===== src/rtl/mem_port_arbiter_if.sv =====
// Fetch/data request ports plus the shared memory port seen by mem_port_arbiter.
// The slave modport is the arbiter side; master is requesters plus memory.
interface mem_port_arbiter_if #(
   parameter int ADDR_W = 10,
   parameter int DATA_W = 32
);
   logic              if_req;
   logic [ADDR_W-1:0] if_addr;
   logic              if_gnt;
   logic              if_valid;
   logic [DATA_W-1:0] if_rdata;

   logic              dm_req;
   logic              dm_we;
   logic [ADDR_W-1:0] dm_addr;
   logic [DATA_W-1:0] dm_wdata;
   logic              dm_gnt;
   logic              dm_valid;
   logic [DATA_W-1:0] dm_rdata;

   logic              mem_en;
   logic              mem_we;
   logic [ADDR_W-1:0] mem_addr;
   logic [DATA_W-1:0] mem_wdata;
   logic [DATA_W-1:0] mem_rdata;

   modport slave (
      input  if_req, if_addr, dm_req, dm_we, dm_addr, dm_wdata, mem_rdata,
      output if_gnt, if_valid, if_rdata, dm_gnt, dm_valid, dm_rdata,
             mem_en, mem_we, mem_addr, mem_wdata
   );

   modport master (
      output if_req, if_addr, dm_req, dm_we, dm_addr, dm_wdata, mem_rdata,
      input  if_gnt, if_valid, if_rdata, dm_gnt, dm_valid, dm_rdata,
             mem_en, mem_we, mem_addr, mem_wdata
   );
endinterface


===== src/rtl/mem_port_arbiter.sv =====
// Shares one synchronous single-port memory between fetch and data requesters, data first.
// Define MEM_ARB_STARVE_EN to add the fetch starvation guard (forced fetch after STARVE_MAX losses).
//
// state | meaning
// IDLE  | no access in flight, arbitrate each edge
// ISSUE | memory strobe and grant pulse for the captured request
// WAIT  | count down memory read latency
// RESP  | valid pulse to the owner, arbitrate for the next access
module mem_port_arbiter #(
   parameter int ADDR_W     = 10,
   parameter int DATA_W     = 32,
   parameter int MEM_LAT    = 1,
   parameter int STARVE_MAX = 4
) (
   input  logic              clk1,
   input  logic              rst,
   mem_port_arbiter_if.slave bus,
   output logic              busy
);

   typedef enum logic [1:0] {
      IDLE  = 2'd0,
      ISSUE = 2'd1,
      WAIT  = 2'd2,
      RESP  = 2'd3
   } state_t;

   localparam logic       OWN_IF = 1'b0;
   localparam logic       OWN_DM = 1'b1;
   localparam logic [1:0] LAT_LD = 2'(MEM_LAT - 1);

   if (MEM_LAT < 1 || MEM_LAT > 4) begin : g_bad_lat
      $error("mem_port_arbiter: MEM_LAT must be 1..4");
   end
   if (STARVE_MAX < 1 || STARVE_MAX > 15) begin : g_bad_starve
      $error("mem_port_arbiter: STARVE_MAX must be 1..15");
   end

   state_t     state, state_nxt;
   logic       owner, owner_nxt;
   logic       op_we;
   logic [1:0] lat_cnt;
   logic       rd_done;
   logic       grant_dm, grant_if;
   logic       starve_trip;
   logic       if_gnt_nxt, dm_gnt_nxt, if_valid_nxt, dm_valid_nxt;
   logic       mem_en_nxt, mem_we_nxt, busy_nxt;

   assign rd_done = (state == WAIT) && (lat_cnt == 2'd0);

`ifdef MEM_ARB_STARVE_EN
   localparam logic [3:0] STARVE_LIM = 4'(STARVE_MAX);
   logic [3:0] starve_cnt;

   always_ff @(posedge clk1 or posedge rst) begin
      if (rst)
         starve_cnt <= '0;
      else if (grant_if)
         starve_cnt <= '0;
      else if (grant_dm && bus.if_req && (starve_cnt != 4'hF))
         starve_cnt <= starve_cnt + 4'd1;
   end

   // Qualified with if_req so a tripped count can never block data when no fetch is waiting.
   assign starve_trip = bus.if_req && (starve_cnt >= STARVE_LIM);
`else
   assign starve_trip = 1'b0;
`endif

   always_ff @(posedge clk1 or posedge rst) begin
      if (rst) begin
         state         <= IDLE;
         owner         <= OWN_IF;
         op_we         <= 1'b0;
         lat_cnt       <= '0;
         bus.if_gnt    <= 1'b0;
         bus.dm_gnt    <= 1'b0;
         bus.if_valid  <= 1'b0;
         bus.dm_valid  <= 1'b0;
         bus.if_rdata  <= '0;
         bus.dm_rdata  <= '0;
         bus.mem_en    <= 1'b0;
         bus.mem_we    <= 1'b0;
         bus.mem_addr  <= '0;
         bus.mem_wdata <= '0;
         busy          <= 1'b0;
      end else begin
         state        <= state_nxt;
         owner        <= owner_nxt;
         bus.if_gnt   <= if_gnt_nxt;
         bus.dm_gnt   <= dm_gnt_nxt;
         bus.if_valid <= if_valid_nxt;
         bus.dm_valid <= dm_valid_nxt;
         bus.mem_en   <= mem_en_nxt;
         bus.mem_we   <= mem_we_nxt;
         busy         <= busy_nxt;

         if (grant_dm) begin
            op_we         <= bus.dm_we;
            bus.mem_addr  <= bus.dm_addr;
            bus.mem_wdata <= bus.dm_wdata;
         end else if (grant_if) begin
            op_we        <= 1'b0;
            bus.mem_addr <= bus.if_addr;
         end

         if (state == ISSUE)
            lat_cnt <= LAT_LD;
         else if ((state == WAIT) && (lat_cnt != 2'd0))
            lat_cnt <= lat_cnt - 2'd1;

         // Stores leave dm_rdata untouched.
         if (rd_done && !op_we) begin
            if (owner == OWN_DM)
               bus.dm_rdata <= bus.mem_rdata;
            else
               bus.if_rdata <= bus.mem_rdata;
         end
      end
   end

   always_comb begin
      state_nxt = state;
      owner_nxt = owner;
      grant_dm  = 1'b0;
      grant_if  = 1'b0;
      case (state)
         IDLE, RESP: begin
            if (bus.dm_req && !starve_trip) begin
               grant_dm  = 1'b1;
               owner_nxt = OWN_DM;
               state_nxt = ISSUE;
            end else if (bus.if_req) begin
               grant_if  = 1'b1;
               owner_nxt = OWN_IF;
               state_nxt = ISSUE;
            end else begin
               state_nxt = IDLE;
            end
         end
         ISSUE:   state_nxt = WAIT;
         WAIT:    if (rd_done) state_nxt = RESP;
         default: state_nxt = IDLE;
      endcase
   end

   always_comb begin
      if_gnt_nxt   = grant_if;
      dm_gnt_nxt   = grant_dm;
      mem_en_nxt   = grant_if || grant_dm;
      mem_we_nxt   = grant_dm && bus.dm_we;
      if_valid_nxt = (state_nxt == RESP) && (owner == OWN_IF);
      dm_valid_nxt = (state_nxt == RESP) && (owner == OWN_DM);
      busy_nxt     = (state_nxt != IDLE);
   end

endmodule


===== src/flat_wrapper.sv =====
// flat-port wrapper written by rule: the top's interface ports become plain ports
module mem_port_arbiter_flat 
#(
   parameter int ADDR_W     = 10,
   parameter int DATA_W     = 32,
   parameter int MEM_LAT    = 1,
   parameter int STARVE_MAX = 4
)
  (clk1, rst, busy, bus_if_req, bus_if_addr, bus_dm_req, bus_dm_we, bus_dm_addr, bus_dm_wdata, bus_mem_rdata, bus_if_gnt, bus_if_valid, bus_if_rdata, bus_dm_gnt, bus_dm_valid, bus_dm_rdata, bus_mem_en, bus_mem_we, bus_mem_addr, bus_mem_wdata);
  mem_port_arbiter_if #(.ADDR_W(ADDR_W), .DATA_W(DATA_W)) bus_i ();
  input  logic clk1;
  input  logic rst;
  output logic busy;
  input wire logic [$bits(bus_i.if_req)-1:0] bus_if_req;
  input wire logic [$bits(bus_i.if_addr)-1:0] bus_if_addr;
  input wire logic [$bits(bus_i.dm_req)-1:0] bus_dm_req;
  input wire logic [$bits(bus_i.dm_we)-1:0] bus_dm_we;
  input wire logic [$bits(bus_i.dm_addr)-1:0] bus_dm_addr;
  input wire logic [$bits(bus_i.dm_wdata)-1:0] bus_dm_wdata;
  input wire logic [$bits(bus_i.mem_rdata)-1:0] bus_mem_rdata;
  output wire logic [$bits(bus_i.if_gnt)-1:0] bus_if_gnt;
  output wire logic [$bits(bus_i.if_valid)-1:0] bus_if_valid;
  output wire logic [$bits(bus_i.if_rdata)-1:0] bus_if_rdata;
  output wire logic [$bits(bus_i.dm_gnt)-1:0] bus_dm_gnt;
  output wire logic [$bits(bus_i.dm_valid)-1:0] bus_dm_valid;
  output wire logic [$bits(bus_i.dm_rdata)-1:0] bus_dm_rdata;
  output wire logic [$bits(bus_i.mem_en)-1:0] bus_mem_en;
  output wire logic [$bits(bus_i.mem_we)-1:0] bus_mem_we;
  output wire logic [$bits(bus_i.mem_addr)-1:0] bus_mem_addr;
  output wire logic [$bits(bus_i.mem_wdata)-1:0] bus_mem_wdata;
  assign bus_i.if_req = bus_if_req;
  assign bus_i.if_addr = bus_if_addr;
  assign bus_i.dm_req = bus_dm_req;
  assign bus_i.dm_we = bus_dm_we;
  assign bus_i.dm_addr = bus_dm_addr;
  assign bus_i.dm_wdata = bus_dm_wdata;
  assign bus_i.mem_rdata = bus_mem_rdata;
  assign bus_if_gnt = bus_i.if_gnt;
  assign bus_if_valid = bus_i.if_valid;
  assign bus_if_rdata = bus_i.if_rdata;
  assign bus_dm_gnt = bus_i.dm_gnt;
  assign bus_dm_valid = bus_i.dm_valid;
  assign bus_dm_rdata = bus_i.dm_rdata;
  assign bus_mem_en = bus_i.mem_en;
  assign bus_mem_we = bus_i.mem_we;
  assign bus_mem_addr = bus_i.mem_addr;
  assign bus_mem_wdata = bus_i.mem_wdata;
  mem_port_arbiter #(.ADDR_W(ADDR_W), .DATA_W(DATA_W), .MEM_LAT(MEM_LAT), .STARVE_MAX(STARVE_MAX)) u_core (.clk1(clk1), .rst(rst), .bus(bus_i), .busy(busy));
endmodule

===== config.mk =====
export PLATFORM = sky130hd
export DESIGN_NAME = mem_port_arbiter_flat
export DESIGN_NICKNAME = d
export VERILOG_FILES = /design/src/rtl/mem_port_arbiter_if.sv /design/src/rtl/mem_port_arbiter.sv /design/src/flat_wrapper.sv
export SDC_FILE = /design/constraint.sdc
export NUM_CORES = 1
export LEC_CHECK = 0
export CAP_MARGIN = 20
export CORE_MARGIN = 3
export CORE_UTILIZATION = 35
export DETAILED_ROUTE_END_ITERATION = 16
export GPL_ROUTABILITY_DRIVEN = 0
export MAX_ROUTING_LAYER = met4
export PLACE_DENSITY = 0.7
export SLEW_MARGIN = 10
export SYNTH_ARGS = -nofsm -noshare
export SYNTH_HDL_FRONTEND = slang
export SYNTH_SLANG_ARGS = --single-unit

===== constraint.sdc =====
create_clock -name clk1 -period 3.9 [get_ports clk1]
set_input_delay 0.975 -clock clk1 [delete_from_list [all_inputs] [get_ports clk1]]
set_output_delay 0.975 -clock clk1 [all_outputs]
set_load 0.05 [all_outputs]

---- After elaboration in Yosys (flattened, before gate mapping) ----
Cells that the tools add are included.
operators by class
  reductions and logical operators ........ 19
  bitwise operators ....................... 1
  equality and inequality tests ........... 4
  multiplexer cells ....................... 17
  add/sub/neg operators ................... 1
operators by type and width
  kind                   count
  $mux W10               2
  $mux W1                10
  $reduce_bool A2 Y1     5
  $mux W2                4
  $eq A2 B2 Y1 const B   3
  $logic_and A1 B1 Y1    6
  $pmux W2 S3            1
  $reduce_and A2 Y1      3
  $logic_not A2 Y1       2
  $eq A2 B1 Y1 const B   1
  $reduce_or A2 Y1       1
  $sub A2 B1 Y2 const B  1
  $logic_not A1 Y1       1
  $logic_or A1 B1 Y1     1
  $not A1 Y1             1
word-level totals
  output and inout bits ................... 113
  register bits ........................... 119
  logic and storage cells ................. 57

---- Depth between registers and ports, before layout ----
  word-level depth ........................ 6
  depth in mapped cells ................... 6

---- Worst setup path after synthesis ----
Ideal clock, no wire load.
  kind .................................... input port to flip-flop
  start ................................... input bus_if_req
  end ..................................... register u_core.bus.mem_addr[0] (netlist bit)
  cell stages on the path ................. 5
  setup slack ............................. 2,090 ps
  arrival time ............................ 1,673 ps
  setup time .............................. 137 ps
  path buffers ............................ 1
  cells stage by stage .................... or2_2 clkbuf_1 nand2_1 inv_1 a2bb2oi_1
on the way
  cells in the longest elaborated chain, start to end .. 4
RTL lines
  element                       line                       RTL
  from (decl)                   flat_wrapper.sv:14         input wire logic [$bits(bus_i.if_req)-1:0] bus_if_req;
  $mux W1                       mem_port_arbiter.sv:133    end else if (bus.if_req) begin
  $mux W1                       mem_port_arbiter.sv:129    if (bus.dm_req && !starve_trip) begin
  $mux W1                       mem_port_arbiter.sv:127    case (state)
  $reduce_bool A2 Y1 (no line)  -
  to (signal assigned)          mem_port_arbiter.sv:100    bus.mem_addr <= bus.dm_addr;
  to (signal assigned)          mem_port_arbiter.sv:104    bus.mem_addr <= bus.if_addr;
  to (decl)                     mem_port_arbiter_if.sv:30  mem_en, mem_we, mem_addr, mem_wdata
Every way passes these cells.
A chain may end at the register's enable or synchronous reset.

---- Final worst setup path ----
  start ................................... register u_core.bus.mem_addr[2] (netlist bit)
  end ..................................... output bus_mem_addr[2]
RTL lines
  element    line                RTL
  to (decl)  flat_wrapper.sv:29  output wire logic [$bits(bus_i.mem_addr)-1:0] bus_mem_addr;
No word-level cell between the ends.

==> flow_summary_export.csv <==
group,metric,value,unit
grt,grt_usage,16.8,%
sta,rsz0062_at_grt,"false",
clock_tree,cts_buffers,17,
grt,grt_pass1_wl,18500,microns
route,vias,3275,
clock_tree,clk_pin_slew,0.05,ns
clock_tree,cts_tree,"done",
sta,hold_violations,0,
clock_tree,clock-root-buffer,"clkbuf_16",
synthesis,syn-instance-count,297,
setup_path,crit_path_end_kind,"output pin",
setup_path,path_cells,"clkdlybuf4s50_1",
sta,tightestPinTransition,0.629,ns
die,initial_core_util,36.4,%
placed_design,io_buffers,201,
die,die_w,121,microns
clock_tree,ctsHoldBuffers,0,
sta,period_share,66.8,%
synthesis,yosys_warnings,0,
synthesis,synth_fa_ha_area_share,0.805,%
sta,skew,0.00786,ns
job,maxCapViolCount,0,
clock_tree,clock_tree.buffer_depth,2,
synthesis,ys_seq_area_share,63.9,%
synthesis,synth-compound-area-share,3.73,%
cells_and_area,fill_cells,1052,
sta,report.final.slew_viol_count,0,
route,finalWirelength,11400,microns
cells_and_area,final_layout_size_suffix_gt1_share,25.5,%
synthesis,synth_top_family_by_area,"multiplexers",
route,drt-initial-drc-count,179,
setup_path,cp.buffers_inverters,1,
clock_tree,cts.repair.resized,0,
grt,antenna_found_initial,0,
cells_and_area,n_antenna_cell,0,
clock_tree,cts.sinks,119,
grt,grt_pass1_vias,3630,
sta,timing.slew.headroom,58.0,%
route,first_pass_iters,4,
setup_path,cp_max_fo,3,
synthesis,synth_fp_nets,389,
sta,min_period,2.61,ns
synthesis,yosys.area_share.simple,2.90,%
die,core_area,0.0128,sq mm
route,ant_nets,0,
cells_and_area,nNetsFinal,600,
synthesis,synthXorXnorAreaFrac,0.188,%
synthesis,synth_area,0.00466,sq mm
setup_path,critical-path-top-delay-family,"buffers and inverters",
cells_and_area,multi_input_area,0.00155,sq mm
outcome,outcome,"finished clean",
die,die-area,0.0147,sq mm
clock_tree,post_cts_buffers,0,
die,die_h,121,microns
die,num_rows,41,
sta,setup_viol,0,
grt,overflow,0,
die,pin_count,202,
setup_path,crit_path_start_kind,"flip-flop",
setup_path,crit_arrival,1.63,ns
clock_tree,htree_levels,4,
grt,grt_max_degree,120,
cells_and_area,areaGrowthSynthToFinish,58.7,%
setup_path,slowest_stage,"clkdlybuf4s50_1",
sta,fmax,0.384,GHz
synthesis,syn_avg_cell_area,15.7,sq um
synthesis,synth_mux_area_share,25.4,%
synthesis,synth_seq_cells,119,
cells_and_area,layout.area.seq,0.00298,sq mm
setup_path,worst-setup-path-type,"flip-flop to output pin",
route,wl_per_cell,16.4,microns
min_path,hp-class,"flip-flop to flip-flop",
route,post_drt_via_cell_ratio,4.73,
synthesis,ys_types,26,
placed_design,dpl.hpwl,8020,microns
sta,setup_tns,0,ns
setup_path,required,2.92,ns
clock_tree,clock_latency,0.41,ns
route,drc_errors,0,
setup_path,critPathMaxStageDelay,0.84,ns
[cell usage in the layout, fill, tap and decap left out, drive strengths merged, types with 4 or more instances in the layout]
cell type	count
dfrtp	119
o22ai	13
buf	4
clkdlybuf4s50	201
nand2	6
clkbuf	17
mux2	96
clkinvlp	5
a211oi	6
nor2	15
clkinv	10
inv	9
[stage by stage]
| stage | utilization [%] | hold WS [ns] | setup slack [ns] | area, sq um | instances |
|---|---|---|---|---|---|
| finish | 57.7 | 0.482 | 1.29 | 7400 | 693 |
| global route | 57.7 | 0.522 | 1.24 | 7400 | 693 |
| detailed placement | 53.3 | 0.476 | 1.29 | 6840 | 661 |
| CTS | 57.7 | 0.489 | 1.28 | 7400 | 693 |
| floorplan | - | 0.463 | 1.47 | 4670 | 297 |
| global placement | 53.3 | 0.468 | 1.35 | 6840 | 661 |
[layer usage]
layer	up-vias	wire length (microns)	track usage [%]
li1	1474	-	-
met1	1608	4960	20.7
met2	174	5080	24.6
met3	19	1140	7.37
met4	0	200	5.95
met5	-	0	-
[synthesized netlist by cell type]
| master | instances | share of area [%] |
|---|---|---|
| buf_2 | 7 | 0.75 |
| nand2_1 | 6 | 0.48 |
| a21o_1 | 1 | 0.16 |
| or2_2 | 2 | 0.27 |
| buf_4 | 1 | 0.16 |
| xnor2_1 | 1 | 0.19 |
| a21oi_1 | 3 | 0.32 |
| and3_1 | 1 | 0.13 |
| mux2_1 | 3 | 0.72 |
| dfrtp_1 | 119 | 64 |
| mux2_4 | 27 | 8.7 |
| inv_1 | 9 | 0.72 |
| clkbuf_1 | 2 | 0.16 |
| a211oi_1 | 6 | 0.97 |
| mux2_2 | 66 | 16 |
| ha_1 | 3 | 0.81 |
| a2bb2oi_1 | 2 | 0.38 |
| nand4b_1 | 1 | 0.19 |
| clkinv_1 | 1 | 0.080 |
| nor2_1 | 15 | 1.2 |
| nor2b_1 | 2 | 0.27 |
| nor4bb_1 | 1 | 0.21 |
| nand2b_1 | 1 | 0.13 |
| o22ai_1 | 13 | 1.7 |
| buf_12 | 3 | 1.3 |
| o211ai_1 | 1 | 0.16 |
[flip-flops by register name (all words and copies together), names as in the netlist]
signal and cells:
u_core.bus.dm_gnt 1, u_core.bus.dm_rdata 32, u_core.bus.dm_valid 1, u_core.bus.if_gnt 1, u_core.bus.if_rdata 32, u_core.bus.if_valid 1
u_core.bus.mem_addr 10, u_core.bus.mem_en 1, u_core.bus.mem_wdata 32, u_core.bus.mem_we 1, u_core.busy 1, u_core.lat_cnt 2
u_core.op_we 1, u_core.owner 1, u_core.state 2
[logic make-up after synthesis]
group | Yosys count
and+or+nand+nor | 29
DFF | 119
AOI/OAI and AO/OA | 26
buffers and inverters | 23
xor gates and xnor gates | 1
muxes | 96
adders and majority gates | 3
[area by class of cell]
type | instances | area share (%)
sequential | 119 | 40.2
inverter | 10 | 0.558
tap | 172 | 2.91
clock buffer | 17 | 5.75
timing repair buffer | 205 | 27.8
clock inverter | 15 | 1.79
multi-input combinational | 155 | 21.0
[worst paths after layout]
path,start,end,slack (ns),cells after the start
setup / recovery,u_core.bus.mem_addr[2],bus_mem_addr[2],1.29,1
hold / removal,u_core.bus.if_rdata[8],u_core.bus.if_rdata[8],0.48,1
setup reg to reg,u_core.state[0],u_core.bus.mem_wdata[1],1.78,5
hold reg to reg,u_core.bus.if_rdata[8],u_core.bus.if_rdata[8],0.48,1
max in group asynchronous,rst,u_core.bus.mem_wdata[12],2.32,3
min in group asynchronous,rst,u_core.busy,1.08,3
Power is not shown: default switching activity piles up to over one toggle a cycle in this logic, so the estimate is an artifact.
